**src/rtl/pwm_fade_controller.sv**
```systemverilog
// Fade sequencer for the 8-bit PWM datapath: ramps duty_out toward a target on period boundaries.
// Optional abort input enabled by defining PWM_FADE_ABORT_EN.
module pwm_fade_controller #(
  parameter int WIDTH  = 8,
  parameter int HOLD_W = 8
) (
  input  logic              clk,
  input  logic              rst,
  input  logic              cfg_valid,
  output logic              cfg_ready,
  input  logic [WIDTH-1:0]  cfg_target,
  input  logic [WIDTH-1:0]  cfg_max,
  input  logic [WIDTH-1:0]  cfg_step,
  input  logic [HOLD_W-1:0] cfg_hold,
`ifdef PWM_FADE_ABORT_EN
  input  logic              abort,
`endif
  output logic [WIDTH-1:0]  duty_out,
  output logic [WIDTH-1:0]  max_out,
  output logic              period_start,
  output logic              busy,
  output logic              done
);

  typedef enum logic [1:0] {IDLE, ARMED, RAMP} state_t;

  state_t             state;
  logic [WIDTH-1:0]   cnt, max_s, tgt_s, step_s, next_duty;
  logic [HOLD_W-1:0]  hold_s, hold_cnt;
  logic [WIDTH:0]     up_sum, dn_lim;
  logic               bnd, hold_exp, abort_req;

  assign bnd      = (cnt == max_out);
  assign hold_exp = (hold_cnt >= hold_s);
  assign busy     = (state != IDLE);

`ifdef PWM_FADE_ABORT_EN
  // abort seen mid-period is remembered until the boundary that acts on it
  logic abort_pend;
  assign abort_req = abort | abort_pend;
  always_ff @(posedge clk) begin
    if (rst) abort_pend <= 1'b0;
    else     abort_pend <= busy && abort_req && !bnd;
  end
`else
  assign abort_req = 1'b0;
`endif

  // saturating step toward target, one extra bit so neither direction wraps
  always_comb begin
    up_sum = {1'b0, duty_out} + {1'b0, step_s};
    dn_lim = {1'b0, tgt_s} + {1'b0, step_s};
    if (duty_out < tgt_s)
      next_duty = (up_sum >= {1'b0, tgt_s}) ? tgt_s : up_sum[WIDTH-1:0];
    else
      next_duty = ({1'b0, duty_out} <= dn_lim) ? tgt_s : duty_out - step_s;
  end

  always_ff @(posedge clk) begin
    if (rst) begin
      state        <= IDLE;
      cnt          <= '0;
      duty_out     <= '0;
      max_out      <= '1;
      period_start <= 1'b0;
      cfg_ready    <= 1'b1;
      done         <= 1'b0;
      hold_cnt     <= '0;
      max_s        <= '0;
      tgt_s        <= '0;
      step_s       <= '0;
      hold_s       <= '0;
    end else begin
      done         <= 1'b0;
      period_start <= bnd;
      cnt          <= bnd ? '0 : cnt + WIDTH'(1);
      case (state)
        IDLE: begin
          if (cfg_valid && cfg_ready) begin
            max_s     <= cfg_max;
            tgt_s     <= (cfg_target > cfg_max) ? cfg_max : cfg_target;
            step_s    <= (cfg_step == '0) ? WIDTH'(1) : cfg_step;
            hold_s    <= cfg_hold;
            cfg_ready <= 1'b0;
            state     <= ARMED;
          end
        end
        ARMED: begin
          if (bnd) begin
            if (abort_req) begin
              cfg_ready <= 1'b1;
              state     <= IDLE;
            end else begin
              max_out  <= max_s;
              duty_out <= (duty_out < max_s) ? duty_out : max_s;
              hold_cnt <= '0;
              state    <= RAMP;
            end
          end
        end
        RAMP: begin
          if (bnd) begin
            if (!hold_exp) begin
              if (abort_req) begin
                cfg_ready <= 1'b1;
                state     <= IDLE;
              end else begin
                hold_cnt <= hold_cnt + HOLD_W'(1);
              end
            end else begin
              hold_cnt <= '0;
              // the final step beats a simultaneous abort
              if (next_duty == tgt_s) begin
                duty_out  <= next_duty;
                done      <= 1'b1;
                cfg_ready <= 1'b1;
                state     <= IDLE;
              end else if (abort_req) begin
                cfg_ready <= 1'b1;
                state     <= IDLE;
              end else begin
                duty_out <= next_duty;
              end
            end
          end
        end
        default: state <= IDLE;
      endcase
    end
  end

endmodule

```
**config.mk**
```make
export PLATFORM = sky130hd
export DESIGN_NAME = pwm_fade_controller
export DESIGN_NICKNAME = d
export VERILOG_FILES = /design/src/rtl/pwm_fade_controller.sv
export SDC_FILE = /design/constraint.sdc
export NUM_CORES = 1
export LEC_CHECK = 0
export ABC_AREA = 1
export BUFFER_PORTS_ARGS = -buffer_cell sky130_fd_sc_hd__buf_2
export CAP_MARGIN = 10
export CORE_UTILIZATION = 50
export CTS_BUF_LIST = sky130_fd_sc_hd__clkbuf_4 sky130_fd_sc_hd__clkbuf_8 sky130_fd_sc_hd__clkbuf_16
export DETAILED_ROUTE_END_ITERATION = 8
export PLACE_DENSITY = 0.79
export SYNTH_ARGS = -nofsm -noshare
export SYNTH_HDL_FRONTEND = slang
export SYNTH_SLANG_ARGS = --single-unit
```
**constraint.sdc**
```tcl
create_clock -name clk -period 5 [get_ports clk]
set_clock_uncertainty 0.2 [all_clocks]
set_input_delay 0.75 -clock clk [delete_from_list [all_inputs] [get_ports clk]]
set_output_delay 0.75 -clock clk [all_outputs]
set_load 0.01 [all_outputs]
```
==> flow_summary.json <==
{
  "synth_fp_nets": 897,
  "via_per_inst": 5.41,
  "cellPowerDensity_mw_per_mm2": 307,
  "hold_violations": 0,
  "drc_errors": 0,
  "synth_edf_count": 0,
  "p_leak_nw": 3.12,
  "cts-root-buf": "clkbuf_8",
  "synth_warnings": 0,
  "initial_core_util_pct": 52.2,
  "rsz0062_at_grt": "false",
  "die_y_um": 106,
  "crit_path_start_kind": "register",
  "cts_setup_buffers": 0,
  "cts-buffers-inserted": 9,
  "synth_seq_cells": 69,
  "outcome": "complete, no violations",
  "rows": 37,
  "drv_cap": 0,
  "post-route-util_pct": 58.3,
  "synthTopCellsByArea": "dfxtp_1, ha_1, nand2_1",
  "path_class": "reg2reg",
  "area_growth_pct": 11.7,
  "synth-seq-area-share_pct": 25.4,
  "netlist_area_mm2": 0.00544,
  "ios": 55,
  "endpoint_kind": "register",
  "period_share_pct": 81.9,
  "slew_headroom_pct": 40.3,
  "grt_pass1_wl_um": 22900,
  "ctsHtreeMaxLevel": 3,
  "max_freq_mhz": 244,
  "crit_fanout": 11,
  "setup_viol": 0,
  "slew_viol_final": 0,
  "antenna_found_initial": 0,
  "instances_no_fill": 978,
  "worstPathRequired_ns": 5.03,
  "overflow": 0,
  "die_area_mm2": 0.0113,
  "ctsHoldBuffers": 0,
  "hp-start": "cnt[0]$_SDFF_PP0_",
  "path_clk_slew_ns": 0.08,
  "crit_path_end": "cfg_ready$_SDFFE_PP1P_",
  "gp_congestion": 1.01,
  "synth_cells": 788,
  "synth_common_cells": "nand2_1, inv_1, ha_1",
  "port_buffers": 54,
  "grt_pass1_vias": 4779,
  "coreArea_mm2": 0.0104,
  "fin_setup_tns_ns": 0,
  "yosysMostFrequentCell": "nand2_1",
  "drt_iter0_drc": 278,
  "synth_top_flop_cell": "dfxtp_1",
  "cts.sinks": 69,
  "avgSynthCellArea_um2": 6.90,
  "slowest_delay_ns": 0.44,
  "worst_pin_slew_ns": 0.895,
  "reg2reg_slack_ns": 0.90,
  "cts_max_path_buffers": 2,
  "fin_crit_ns": 4.10,
  "worst_ir_drop_vdd_uv": 191,
  "die_x_um": 106,
  "reg2regPathDepth": 28,
  "drt-wirelength-per-cell_um": 14.0,
  "dp_cells": 962,
  "grt_max_degree": 35,
  "crit_arrival_ns": 4.13,
  "ys_types": 41,
  "cts.repair.resized": 0,
  "cts_tree": "done",
  "dpl.hpwl_um": 10800,
  "insertion_delay_ns": 0.35,
  "finalWirelength_um": 13700,
  "track_usage_pct": 25.6,
  "cp_slowest_cell": "dfxtp_1",
  "synth-async-reset-ratio_pct": 0,
  "r2r_end": "cfg_ready$_SDFFE_PP1P_",
  "n_fill_cell": 991,
  "reg2reg_from": "tgt_s[2]$_SDFFE_PP0P_",
  "nets": 946,
  "synth_area_leader_cell": "dfxtp_1",
  "synth_top_area_share_pct": 25.4,
  "final_antenna_net_count": 0,
  "dr.pass1.iters": 5,
  "crit_start": "tgt_s[2]$_SDFFE_PP0P_",
  "cp_common_cell": "nand2_1",
  "drive_gt1_share_pct": 12.5,
  "num_antenna_cells": 0,
  "via_count": 5287,
  "hold_class": "reg2reg"
}
cell type report:
class / count / area [µm²] / share of cell area [%]
clock buffer: 9 / 124 / 2.04
clock inverter: 7 / 128 / 2.10
inverter: 116 / 435 / 7.17
multi-input combinational: 579 / 3510 / 57.7
sequential: 69 / 1380 / 22.7
tap: 136 / 170 / 2.80
timing repair buffer: 62 / 330 / 5.44
flip-flops by register name (all words and copies together) (netlist names):
name	cells
max_s	8
max_out	8
hold_s	8
done	1
cnt	8
cfg_ready	1
step_s	8
hold_cnt	8
tgt_s	8
period_start	1
state	2
duty_out	8
cell families after synthesis:
logic type | share of synthesized area (%)
buffers and inverters | 10.2
adders and majority gates | 17.4
DFF | 25.4
AOI/OAI and AO/OA | 15.6
and+or+nand+nor | 27.3
xor gates and xnor gates | 4.02
where the power goes:
part	internal [mW]	leakage, nW	switching [mW]
Sequential	0.583	0.564	0.0361
Clock	0.340	0.127	0.234
Combinational	0.232	2.43	0.439
Total	1.15	3.12	0.709
metal layers:
| layer | track usage [%] | routed length (µm) |
|---|---|---|
| met5 | 0 | 0 |
| met4 | 10.9 | 461 |
| met3 | 3.43 | 674 |
| met2 | 40.2 | 6030 |
| met1 | 35.1 | 6540 |
worst max-delay path, delay by kind of cell (launching register included):
kind	cells	cell delay, ns
adder cells (fa/ha/maj)	2	0.60
AND/OR/NAND/NOR	17	1.42
buffers and inverters	3	0.31
AO/OA/AOI/OAI	5	0.80
flip-flops	1	0.44
XOR/XNOR	1	0.21
cell usage in the layout, fill, tap and decap left out, types with 2 or more instances in the layout:
cell / Yosys / layout
nand2_1: 179 / 179
inv_1: 109 / 109
ha_1: 71 / 71
nand3_1: 69 / 69
dfxtp_1: 69 / 69
a21oi_1: 65 / 65
buf_2: 5 / 54
nor2_1: 43 / 42
o211ai_1: 32 / 32
o21ai_0: 31 / 31
nand4_1: 16 / 16
xor2_1: 15 / 15
xnor2_1: 10 / 10
clkbuf_8: 0 / 9
buf_4: 4 / 8
nand2_2: 7 / 7
or2_2: 5 / 5
inv_2: 4 / 4
nor2_2: 3 / 4
clkinv_1: 3 / 3
a31oi_1: 3 / 3
a21o_1: 3 / 3
nor3_1: 3 / 3
fa_1: 3 / 3
bufinv_16: 0 / 3
inv_6: 0 / 3
a211oi_1: 2 / 2
o21ai_1: 2 / 2
a21boi_0: 2 / 2
nor4_1: 2 / 2
nor3b_1: 2 / 2
how the worst min path moves through the flow:
stage,endpoint,slack [ns],cells after the start
2_1_floorplan,cnt[0]$_SDFF_PP0_,0.22,1
6_report,cnt[0]$_SDFF_PP0_,0.26,1
5_1_grt,hold_s[5]$_SDFFE_PP0P_,0.28,2
3_3_place_gp,cnt[0]$_SDFF_PP0_,0.23,1
4_1_cts,cnt[0]$_SDFF_PP0_,0.26,1
3_5_place_dp,cnt[0]$_SDFF_PP0_,0.24,1
stage by stage:
step | hold slack (ns) | power (mW) | instance area (µm²) | setup slack (ns)
after floorplan | 0.217 | 1.15 | 5440 | 1.53
after global placement | 0.235 | 1.29 | 5820 | 1.01
after detailed placement | 0.238 | 1.29 | 5820 | 0.952
after CTS | 0.260 | 1.87 | 6080 | 0.941
after global routing | 0.285 | 2.01 | 6080 | 0.459
final | 0.257 | 1.86 | 6080 | 0.904
Power figures use the tool's default switching activity.
